File: config.mk
export PLATFORM = sky130hd
export DESIGN_NAME = mem_ctrl_flat
export DESIGN_NICKNAME = d
export VERILOG_FILES = /design/src/rtl/mem_ctrl_if.sv /design/src/rtl/mem_ctrl.sv /design/src/flat_wrapper.sv
export SDC_FILE = /design/constraint.sdc
export NUM_CORES = 1
export LEC_CHECK = 0
export BUFFER_PORTS_ARGS = -buffer_cell sky130_fd_sc_hd__clkbuf_2
export CORE_UTILIZATION = 53
export DETAILED_ROUTE_END_ITERATION = 6
export PLACE_DENSITY = 0.8
export SETUP_SLACK_MARGIN = 0.3
export SLEW_MARGIN = 20
export SYNTH_ARGS = -nofsm -noshare
export SYNTH_HDL_FRONTEND = slang
export SYNTH_SLANG_ARGS = --single-unit
File: constraint.sdc
create_clock -name clk_in -period 2.72 [get_ports clk_in]
set_input_delay 0.408 -clock clk_in [delete_from_list [all_inputs] [get_ports clk_in]]
set_output_delay 0.408 -clock clk_in [all_outputs]
set_load 0.005 [all_outputs]
File: src/rtl/mem_ctrl_if.sv
// Requester-side and memory-bus signals of the byte-serial memory controller.
// master = the environment (requesters, RAM/HCI), slave = mem_ctrl itself.
interface mem_ctrl_if;
  logic        rdy_in;
  logic        if_req;
  logic [31:0] if_addr;
  logic        if_abort;
  logic        if_done;
  logic [31:0] if_data;
  logic        ls_req;
  logic        ls_wr;
  logic [1:0]  ls_size;
  logic [31:0] ls_addr;
  logic [31:0] ls_wdata;
  logic        ls_done;
  logic [31:0] ls_rdata;
  logic [7:0]  mem_din;
  logic [7:0]  mem_dout;
  logic [31:0] mem_a;
  logic        mem_wr;
  logic        io_buffer_full;

  modport master (
    output rdy_in, if_req, if_addr, if_abort, ls_req, ls_wr, ls_size,
           ls_addr, ls_wdata, mem_din, io_buffer_full,
    input  if_done, if_data, ls_done, ls_rdata, mem_dout, mem_a, mem_wr
  );

  modport slave (
    input  rdy_in, if_req, if_addr, if_abort, ls_req, ls_wr, ls_size,
           ls_addr, ls_wdata, mem_din, io_buffer_full,
    output if_done, if_data, ls_done, ls_rdata, mem_dout, mem_a, mem_wr
  );
endinterface

File: src/rtl/mem_ctrl.sv
// Byte-serial memory controller: arbitrates instruction-fetch and load/store
// requests and serialises each 1/2/4-byte access into single-byte bus cycles,
// honouring rdy_in pauses and HCI output back-pressure on I/O stores.
module mem_ctrl #(
  parameter int IO_SEL_HI = 17
) (
  input  logic      clk_in,
  input  logic      rst_in,
  mem_ctrl_if.slave mc_if
);

  typedef enum logic [2:0] {
    S_IDLE    = 3'd0,
    S_IO_WAIT = 3'd1,
    S_READ    = 3'd2,
    S_WRITE   = 3'd3,
    S_DONE    = 3'd4
  } state_e;

  state_e      state_q, state_d;
  logic [2:0]  k_q, k_d;            // issue index: next byte to put on the bus
  logic [2:0]  j_q, j_d;            // capture index: next byte lane to fill
  logic        pend_q, pend_d;      // a read byte was issued last cycle with rdy_in = 1
  logic [31:0] base_q, base_d;
  logic [1:0]  last_q, last_d;      // index of the final byte (0, 1 or 3)
  logic [31:0] wdata_q, wdata_d;
  logic        is_ls_q, is_ls_d;
  logic [31:0] buf_q, buf_d;        // read assembly buffer, kept apart from the outputs
  logic [31:0] if_data_q, if_data_d;
  logic [31:0] ls_rdata_q, ls_rdata_d;
  logic [2:0]  n_s;

  logic [31:0] mem_a_s;
  logic        mem_wr_s;
  logic [7:0]  mem_dout_s;
  logic        if_done_s;
  logic        ls_done_s;

  function automatic logic [1:0] size_to_last(input logic [1:0] size);
    case (size)
      2'd0:    size_to_last = 2'd0;
      2'd1:    size_to_last = 2'd1;
      default: size_to_last = 2'd3;
    endcase
  endfunction

  function automatic logic is_io_addr(input logic [31:0] addr);
    is_io_addr = (addr[IO_SEL_HI -: 2] == 2'b11);
  endfunction

  function automatic logic [31:0] insert_lane(input logic [31:0] word,
                                              input logic [1:0]  lane,
                                              input logic [7:0]  data);
    logic [31:0] res;
    res = word;
    case (lane)
      2'd0:    res[7:0]   = data;
      2'd1:    res[15:8]  = data;
      2'd2:    res[23:16] = data;
      default: res[31:24] = data;
    endcase
    insert_lane = res;
  endfunction

  function automatic logic [7:0] select_lane(input logic [31:0] word,
                                             input logic [1:0]  lane);
    case (lane)
      2'd0:    select_lane = word[7:0];
      2'd1:    select_lane = word[15:8];
      2'd2:    select_lane = word[23:16];
      default: select_lane = word[31:24];
    endcase
  endfunction

  assign n_s = {1'b0, last_q} + 3'd1;

  // State and datapath registers with synchronous active-low reset.
  always_ff @(posedge clk_in) begin
    if (!rst_in) begin
      state_q    <= S_IDLE;
      k_q        <= 3'd0;
      j_q        <= 3'd0;
      pend_q     <= 1'b0;
      base_q     <= 32'd0;
      last_q     <= 2'd0;
      wdata_q    <= 32'd0;
      is_ls_q    <= 1'b0;
      buf_q      <= 32'd0;
      if_data_q  <= 32'd0;
      ls_rdata_q <= 32'd0;
    end else begin
      state_q    <= state_d;
      k_q        <= k_d;
      j_q        <= j_d;
      pend_q     <= pend_d;
      base_q     <= base_d;
      last_q     <= last_d;
      wdata_q    <= wdata_d;
      is_ls_q    <= is_ls_d;
      buf_q      <= buf_d;
      if_data_q  <= if_data_d;
      ls_rdata_q <= ls_rdata_d;
    end
  end

  // Next-state: arbitration, byte issue/capture bookkeeping, pause and abort handling.
  always_comb begin
    state_d    = state_q;
    k_d        = k_q;
    j_d        = j_q;
    pend_d     = pend_q;
    base_d     = base_q;
    last_d     = last_q;
    wdata_d    = wdata_q;
    is_ls_d    = is_ls_q;
    buf_d      = buf_q;
    if_data_d  = if_data_q;
    ls_rdata_d = ls_rdata_q;
    case (state_q)
      S_IDLE: begin
        k_d    = 3'd0;
        j_d    = 3'd0;
        pend_d = 1'b0;
        if (mc_if.rdy_in && mc_if.ls_req) begin
          base_d  = mc_if.ls_addr;
          last_d  = size_to_last(mc_if.ls_size);
          wdata_d = mc_if.ls_wdata;
          is_ls_d = 1'b1;
          buf_d   = 32'd0;
          if (!mc_if.ls_wr) begin
            state_d = S_READ;
          end else if (is_io_addr(mc_if.ls_addr) && mc_if.io_buffer_full) begin
            state_d = S_IO_WAIT;
          end else begin
            state_d = S_WRITE;
          end
        end else if (mc_if.rdy_in && mc_if.if_req && !mc_if.if_abort) begin
          base_d  = mc_if.if_addr;
          last_d  = 2'd3;
          wdata_d = 32'd0;
          is_ls_d = 1'b0;
          buf_d   = 32'd0;
          state_d = S_READ;
        end else begin
          state_d = S_IDLE;
        end
      end
      S_IO_WAIT: begin
        if (mc_if.rdy_in && !mc_if.io_buffer_full) begin
          state_d = S_WRITE;
        end else begin
          state_d = S_IO_WAIT;
        end
      end
      S_READ: begin
        if (mc_if.if_abort && !is_ls_q) begin
          state_d = S_IDLE;
          pend_d  = 1'b0;
        end else begin
          // The byte issued last cycle (with rdy_in high) is on mem_din now.
          if (pend_q) begin
            buf_d = insert_lane(buf_q, j_q[1:0], mc_if.mem_din);
            j_d   = j_q + 3'd1;
          end else begin
            buf_d = buf_q;
          end
          if (!mc_if.rdy_in) begin
            // Whatever goes out during a pause is dropped; restart at first gap.
            k_d    = j_d;
            pend_d = 1'b0;
          end else if (j_d == n_s) begin
            state_d = S_DONE;
            pend_d  = 1'b0;
            if (is_ls_q) begin
              ls_rdata_d = buf_d;
            end else begin
              if_data_d = buf_d;
            end
          end else if (k_q < n_s) begin
            k_d    = k_q + 3'd1;
            pend_d = 1'b1;
          end else begin
            pend_d = 1'b0;
          end
        end
      end
      S_WRITE: begin
        if (mc_if.rdy_in) begin
          k_d = k_q + 3'd1;
          if (k_q == n_s - 3'd1) begin
            state_d = S_DONE;
          end else begin
            state_d = S_WRITE;
          end
        end else begin
          state_d = S_WRITE;
        end
      end
      S_DONE: begin
        state_d = S_IDLE;
      end
      default: begin
        state_d = S_IDLE;
      end
    endcase
  end

  // Bus and done outputs decoded from the current state; pauses mask mem_wr.
  always_comb begin
    mem_a_s    = 32'd0;
    mem_wr_s   = 1'b0;
    mem_dout_s = 8'd0;
    if_done_s  = 1'b0;
    ls_done_s  = 1'b0;
    case (state_q)
      S_READ: begin
        if (k_q < n_s) begin
          mem_a_s = base_q + {29'd0, k_q};
        end else begin
          mem_a_s = 32'd0;
        end
      end
      S_WRITE: begin
        mem_a_s    = base_q + {29'd0, k_q};
        mem_dout_s = select_lane(wdata_q, k_q[1:0]);
        mem_wr_s   = mc_if.rdy_in;
      end
      S_DONE: begin
        if (is_ls_q) begin
          ls_done_s = 1'b1;
        end else begin
          if_done_s = 1'b1;
        end
      end
      default: begin
        mem_a_s = 32'd0;
      end
    endcase
  end

  assign mc_if.mem_a    = mem_a_s;
  assign mc_if.mem_wr   = mem_wr_s;
  assign mc_if.mem_dout = mem_dout_s;
  assign mc_if.if_done  = if_done_s;
  assign mc_if.ls_done  = ls_done_s;
  assign mc_if.if_data  = if_data_q;
  assign mc_if.ls_rdata = ls_rdata_q;

endmodule

File: src/flat_wrapper.sv
// flat-port wrapper written by rule: the top's interface ports become plain ports
module mem_ctrl_flat 
#(
  parameter int IO_SEL_HI = 17
)
  (clk_in, rst_in, mc_if_rdy_in, mc_if_if_req, mc_if_if_addr, mc_if_if_abort, mc_if_ls_req, mc_if_ls_wr, mc_if_ls_size, mc_if_ls_addr, mc_if_ls_wdata, mc_if_mem_din, mc_if_io_buffer_full, mc_if_if_done, mc_if_if_data, mc_if_ls_done, mc_if_ls_rdata, mc_if_mem_dout, mc_if_mem_a, mc_if_mem_wr);
  mem_ctrl_if mc_if_i ();
  input  logic clk_in;
  input  logic rst_in;
  input wire logic [$bits(mc_if_i.rdy_in)-1:0] mc_if_rdy_in;
  input wire logic [$bits(mc_if_i.if_req)-1:0] mc_if_if_req;
  input wire logic [$bits(mc_if_i.if_addr)-1:0] mc_if_if_addr;
  input wire logic [$bits(mc_if_i.if_abort)-1:0] mc_if_if_abort;
  input wire logic [$bits(mc_if_i.ls_req)-1:0] mc_if_ls_req;
  input wire logic [$bits(mc_if_i.ls_wr)-1:0] mc_if_ls_wr;
  input wire logic [$bits(mc_if_i.ls_size)-1:0] mc_if_ls_size;
  input wire logic [$bits(mc_if_i.ls_addr)-1:0] mc_if_ls_addr;
  input wire logic [$bits(mc_if_i.ls_wdata)-1:0] mc_if_ls_wdata;
  input wire logic [$bits(mc_if_i.mem_din)-1:0] mc_if_mem_din;
  input wire logic [$bits(mc_if_i.io_buffer_full)-1:0] mc_if_io_buffer_full;
  output wire logic [$bits(mc_if_i.if_done)-1:0] mc_if_if_done;
  output wire logic [$bits(mc_if_i.if_data)-1:0] mc_if_if_data;
  output wire logic [$bits(mc_if_i.ls_done)-1:0] mc_if_ls_done;
  output wire logic [$bits(mc_if_i.ls_rdata)-1:0] mc_if_ls_rdata;
  output wire logic [$bits(mc_if_i.mem_dout)-1:0] mc_if_mem_dout;
  output wire logic [$bits(mc_if_i.mem_a)-1:0] mc_if_mem_a;
  output wire logic [$bits(mc_if_i.mem_wr)-1:0] mc_if_mem_wr;
  assign mc_if_i.rdy_in = mc_if_rdy_in;
  assign mc_if_i.if_req = mc_if_if_req;
  assign mc_if_i.if_addr = mc_if_if_addr;
  assign mc_if_i.if_abort = mc_if_if_abort;
  assign mc_if_i.ls_req = mc_if_ls_req;
  assign mc_if_i.ls_wr = mc_if_ls_wr;
  assign mc_if_i.ls_size = mc_if_ls_size;
  assign mc_if_i.ls_addr = mc_if_ls_addr;
  assign mc_if_i.ls_wdata = mc_if_ls_wdata;
  assign mc_if_i.mem_din = mc_if_mem_din;
  assign mc_if_i.io_buffer_full = mc_if_io_buffer_full;
  assign mc_if_if_done = mc_if_i.if_done;
  assign mc_if_if_data = mc_if_i.if_data;
  assign mc_if_ls_done = mc_if_i.ls_done;
  assign mc_if_ls_rdata = mc_if_i.ls_rdata;
  assign mc_if_mem_dout = mc_if_i.mem_dout;
  assign mc_if_mem_a = mc_if_i.mem_a;
  assign mc_if_mem_wr = mc_if_i.mem_wr;
  mem_ctrl #(.IO_SEL_HI(IO_SEL_HI)) u_core (.clk_in(clk_in), .rst_in(rst_in), .mc_if(mc_if_i));
endmodule
After elaboration in Yosys (flattened, before gate mapping)
Index checks and enable logic that the tools add are counted.
- add/subtract/negate cells: 5
- magnitude comparators: 1
- eq/ne operators: 19
- muxes and demuxes: 53
- bitwise logic cells: 2
- reductions and logical operators: 24
- operators with widths (kind ; number):
    $mux 32 ; 8
    $pmux 32 s2 ; 2
    $mux 3 ; 16
    $mux 8 ; 5
    $add 32x3->32 ; 1
    $pmux 8 s3 ; 1
    $reduce_and 5->1 ; 3
    $pmux 3 s4 ; 1
    $mux 1 ; 11
    $mux 2 ; 5
    $pmux 3 s3 ; 1
    $add 3x1->3 const B ; 2
    $eq 2x1->1 const B ; 3
    $eq 2x2->1 const B ; 3
    $eq 3x2->1 const B ; 2
    $eq 3x3->1 ; 2
    $logic_and 1x1->1 ; 6
    $logic_not 2->1 ; 3
    $ne 3x1->1 const B ; 2
    $ne 3x2->1 const B ; 2
    $pmux 3 s2 ; 1
    $reduce_and 2->1 ; 3
    $ne 2x2->1 const B ; 2
    $pmux 2 s2 ; 1
    other kinds (14) ; 18
- register bits after elaboration: 173
- input bits: 114
- output and inout port bits: 107
- logic and storage cells: 115

Depth between registers and ports, before layout
- word-level depth: 9
- mapped depth: 9
- mapped depth without buffers: 8

Worst setup path before layout
No wires, ideal clock.
- path kind: reg-to-output
- start point: register u_core.k_q[0]
- end point: output port mc_if_mem_a[16]
- data arrival time: 2.051 ns
- data required time: 2.312 ns
- slack: 0.261 ns
- stages on the path, launching flop included: 10
- path buffers: 1
- path through: dfxtp_1 -> ha_1 -> inv_1 -> fa_1 -> nand2b_1 -> and2_1 -> clkbuf_1 -> nor4b_1 -> xnor2_1 -> nor2_1
- cells in the longest elaborated chain, start to end: 3
- elaborated cells on any way between the ends: 4
- classes of those cells: add/sub: 1; order compare: 1; mux: 2
- RTL lines (item ; line ; text):
    start: declaration ; mem_ctrl.sv:21 ; logic [2:0] k_q, k_d;
    start signal: assignment ; mem_ctrl.sv:93 ; k_q <= k_d;
    $add 32x3->32 or $lt 3x3->1 (tied branches) ; mem_ctrl.sv:218, mem_ctrl.sv:224, mem_ctrl.sv:217 ;
    $mux 32 ; mem_ctrl.sv:217 ; if (k_q < n_s) begin
    $pmux 32 s2 (*) ; mem_ctrl.sv:215 ; case (state_q)
    end: declaration ; flat_wrapper.sv:26 ; output wire logic [$bits(mc_if_i.mem_a)-1:0] mc_if_mem_a;
Mark *: on every way between the ends. The rest lies on a longest branch, timed or not.

Worst setup path after layout
- start point: register u_core.base_q[11]
- end point: output port mc_if_mem_a[30]
- cells in the longest elaborated chain, start to end: 3
- RTL lines (item ; line ; text):
    start: declaration ; mem_ctrl.sv:24 ; logic [31:0] base_q, base_d;
    start signal: assignment ; mem_ctrl.sv:96 ; base_q <= base_d;
    $add 32x3->32 (*) ; mem_ctrl.sv:218, mem_ctrl.sv:224 ;
    $mux 32 ; mem_ctrl.sv:217 ;
    $pmux 32 s2 (*) ; mem_ctrl.sv:215 ;
Marks and branches as above.

==> metrics.txt <==
# TYPE chip_impl_metric gauge
chip_impl_metric{name="fp.coreArea",unit="mm²"} 0.0152
chip_impl_metric{name="vdd_ir_drop_max",unit="V"} 0.000474
chip_impl_metric{name="fp.dieW",unit="µm"} 127
chip_impl_info{name="critPathSlowestCell",value="or4_4"} 1
chip_impl_metric{name="placed_cells",unit=""} 1316
chip_impl_info{name="cp-start-kind",value="flip-flop"} 1
chip_impl_metric{name="rows",unit=""} 45
chip_impl_metric{name="drive_gt1_frac",unit=""} 0.365
chip_impl_info{name="clock_tree.root_cell",value="clkbuf_16"} 1
chip_impl_metric{name="globalplace.congestion",unit=""} 0.885
chip_impl_metric{name="tightest_slew",unit="ps"} 697
chip_impl_info{name="synthTopCellsByArea",value="dfxtp_1, nor2_1, a211oi_1, mux2i_1, a32oi_1"} 1
chip_impl_metric{name="design.die.area",unit="mm²"} 0.0160
chip_impl_metric{name="grt_antenna_before_repair",unit=""} 0
chip_impl_info{name="critical_path.cell_chain",value="nand4_1 -> or4_4 -> buf_6 -> nor4_4 -> xnor2_1 -> nor2_1 -> clkbuf_2"} 1
chip_impl_info{name="grt_setup_unrepaired",value="yes"} 1
chip_impl_metric{name="placedInstanceArea",unit="mm²"} 0.00947
chip_impl_metric{name="finalSetupViolCount",unit=""} 23
chip_impl_metric{name="synthCells",unit=""} 970
chip_impl_metric{name="final_non_filler_cell_area",unit="mm²"} 0.0114
chip_impl_metric{name="drv.max_cap_violation_count",unit=""} 0
chip_impl_metric{name="max_slew_margin",unit=""} 0.532
chip_impl_info{name="ranking_of_synthesized_cells_by_instance_count",value="nor2_1, dfxtp_1, a211oi_1, clkbuf_1, nand2_1"} 1
chip_impl_metric{name="critPathRequiredTime",unit="ps"} 2310
chip_impl_metric{name="path_buf_inv",unit=""} 2
chip_impl_metric{name="post_synth.cell_area_avg",unit="µm²"} 8.49
chip_impl_metric{name="worstPathMaxFanout",unit=""} 6
chip_impl_metric{name="synthDominantCellAreaShare",unit=""} 0.420
chip_impl_metric{name="inserted_diodes",unit=""} 0
chip_impl_metric{name="synth.net_count",unit=""} 1102
chip_impl_info{name="cts_tree",value="yes"} 1
chip_impl_metric{name="synth_seq_area_share",unit=""} 0.420
chip_impl_metric{name="initial_core_util",unit=""} 0.542
chip_impl_info{name="hold_path_class",value="in2reg"} 1
chip_impl_metric{name="via_per_inst",unit=""} 6.55
chip_impl_metric{name="finalHoldWorstSlack",unit="ps"} 208
chip_impl_metric{name="leakage",unit="nW"} 4.76
chip_impl_metric{name="power-per-cell-area",unit="mW/mm²"} 547
chip_impl_info{name="cp-end-kind",value="output pin"} 1
chip_impl_info{name="synthMostInstantiatedCell",value="nor2_1"} 1
chip_impl_metric{name="tritoncts.num_buffers",unit=""} 17
chip_impl_metric{name="level_count_of_the_clock_h_tree",unit=""} 4
chip_impl_metric{name="finish.net_count",unit=""} 1318
chip_impl_metric{name="via_count_of_the_first_global_routing_pass",unit=""} 8067
chip_impl_metric{name="drt-total-wl",unit="mm"} 29.5
chip_impl_info{name="ys.flop_type",value="dfxtp_1"} 1
chip_impl_metric{name="final_std_cells_w_o_fill",unit=""} 1387
chip_impl_metric{name="grt_pass1_wl",unit="mm"} 40.5
chip_impl_metric{name="route.vias.total",unit=""} 9090
chip_impl_info{name="worstSetupPathType",value="reg2out"} 1
chip_impl_metric{name="fin_crit",unit="ps"} 2960
chip_impl_metric{name="synth-edff-count",unit=""} 0
chip_impl_metric{name="worst_clock_skew",unit="ps"} 15.5
chip_impl_metric{name="grt_start_max_net_pins",unit=""} 67
chip_impl_metric{name="syn-cell-area",unit="mm²"} 0.00824
chip_impl_metric{name="area.growth.synth_to_final",unit="%"} 38.9
chip_impl_metric{name="slowest_delay",unit="ps"} 550
chip_impl_metric{name="layout_worst_path_cycle_share",unit=""} 1.09
chip_impl_metric{name="timing_max_transition_violations_final",unit=""} 0
chip_impl_metric{name="top_level_ports",unit=""} 221
chip_impl_metric{name="first_iter_violations",unit=""} 1049
chip_impl_metric{name="grt_use_total",unit=""} 0.321
chip_impl_metric{name="clock_tree.buffer_depth",unit=""} 2
chip_impl_metric{name="final_critical_path_setup_slack",unit="ps"} -240
chip_impl_info{name="run_status",value="finished with violations"} 1
chip_impl_metric{name="synth.ff_latch_count",unit=""} 173
chip_impl_metric{name="detailedPlacementHpwl",unit="mm"} 15.5
chip_impl_metric{name="detail-route-antenna-nets",unit=""} 0
chip_impl_metric{name="asyncSetResetFlopFracSynth",unit=""} 0
chip_impl_info{name="violations",value="setup timing"} 1
chip_impl_metric{name="cp.arrival",unit="ps"} 2550
chip_impl_metric{name="number_of_search_and_repair_iterations_in_the_first_detailed_routing_pass",unit=""} 6
chip_impl_metric{name="hold_viol",unit=""} 0
chip_impl_metric{name="netlist-cell-type-count",unit=""} 54
chip_impl_metric{name="fmaxAchievable",unit="GHz"} 0.338
chip_impl_info{name="netlist.top_cell.by_area",value="dfxtp_1"} 1
chip_impl_metric{name="total_of_warnings_raised_by_yosys",unit=""} 0
chip_impl_metric{name="drc_errors",unit=""} 0
chip_impl_metric{name="clock_sinks",unit=""} 173
chip_impl_info{name="crit_family",value="simple AND/OR/NAND/NOR gates"} 1
chip_impl_metric{name="buffer_ports.inserted",unit=""} 220
chip_impl_metric{name="routedWlPerCell",unit="µm"} 21.3
chip_impl_metric{name="die_span_in_y",unit="µm"} 127
chip_impl_metric{name="clkTransAtPathRegs",unit="ps"} 70
chip_impl_metric{name="clk_latency",unit="ps"} 440
chip_impl_metric{name="grt_overflow",unit=""} 0
## report_power, final
group | leakage, nW | switching (mW) | internal [mW] | total (mW)
Combinational | 3.06 | 0.596 | 0.427 | 1.02
Sequential | 1.41 | 0.112 | 2.62 | 2.74
Clock | 0.292 | 1.10 | 1.40 | 2.49
## cell usage in the layout (no fill, tap or decap), types with 23 or more instances in the layout
master,count
a211oi_1,49
clkbuf_2,209
nand2_1,53
a32oi_1,33
a22oi_1,32
clkbuf_16,23
dfxtp_1,161
nor2_1,198
nand3_1,43
buf_4,29
a311oi_1,32
mux2i_1,33
## metrics by stage
step                power, mW  TNS, ps   util  worst slack, ps
floorplan                3.23        0      -              261
global placement         3.50        0  0.623              209
detailed placement       3.51        0  0.623              124
CTS                      6.09    -7.80  0.715            -6.89
global route             6.43    -2970  0.752             -361
finish                   6.25    -1120  0.752             -240
## registers in the layout (all words and copies together), names as in the netlist
register / cells
u_core.k_q: 3
u_core.mc_if.if_data: 32
u_core.wdata_q: 32
u_core.is_ls_q: 1
u_core.pend_q: 1
u_core.state_q: 3
u_core.buf_q: 32
u_core.j_q: 3
u_core.last_q: 2
u_core.base_q: 32
u_core.mc_if.ls_rdata: 32
## cells by family after synthesis
logic type | count (synthesis) | synth area share
muxes | 33 | 0.0401
adders and majority gates | 18 | 0.0283
buffers and inverters | 104 | 0.0521
and+or+nand+nor | 383 | 0.203
xor gates and xnor gates | 35 | 0.0425
AOI/OAI and AO/OA | 224 | 0.213
DFF | 173 | 0.420
## worst reg2reg max path, cell delays in order, from the launching register on
cell	delay, ps
dfxtp_1	670
or3b_2	630
a21oi_1	170
buf_4	190
o21ai_1	230
a32oi_1	370
nor2_1	80
## path summary, 6_finish.rpt
kind | from | slack [ps] | endpoint | cells past startpoint
worst max-delay path | u_core.base_q[11] | -240 | mc_if_mem_a[30] | 7
worst min-delay path | mc_if_ls_wdata[10] | 210 | u_core.wdata_q[10] | 3
worst max register to register | u_core.state_q[1] | 270 | u_core.buf_q[19] | 6
worst min register to register | u_core.buf_q[2] | 490 | u_core.buf_q[2] | 2
## per-layer routing
metal  vias to the layer above  routed length, µm  track usage
met5                         -                  0            0
met4                         0               1360        0.152
met3                       143               3020       0.0822
met2                       641              13600        0.517
met1                      4327              11500        0.402
li1                       3979                  -            -
## final cells by class
class	count	area [µm²]
clock buffers	18	439
multi-input cells	695	5140
repair buffers	282	1900
well taps	188	235
flip-flops and latches	173	3490
inverters	17	68.8
clock inverters	14	161
fillers	1023	3760
## repair_timing
item / in CTS / in global routing
setup endpoints to repair: 107 / 140
hold buffers: 0 / 0
resized for setup: 117 / 84
cloned: 9 / 8
setup buffers: 16 / 6
pin swaps: 37 / 45
No activity file was read; power rests on OpenSTA's default activity.
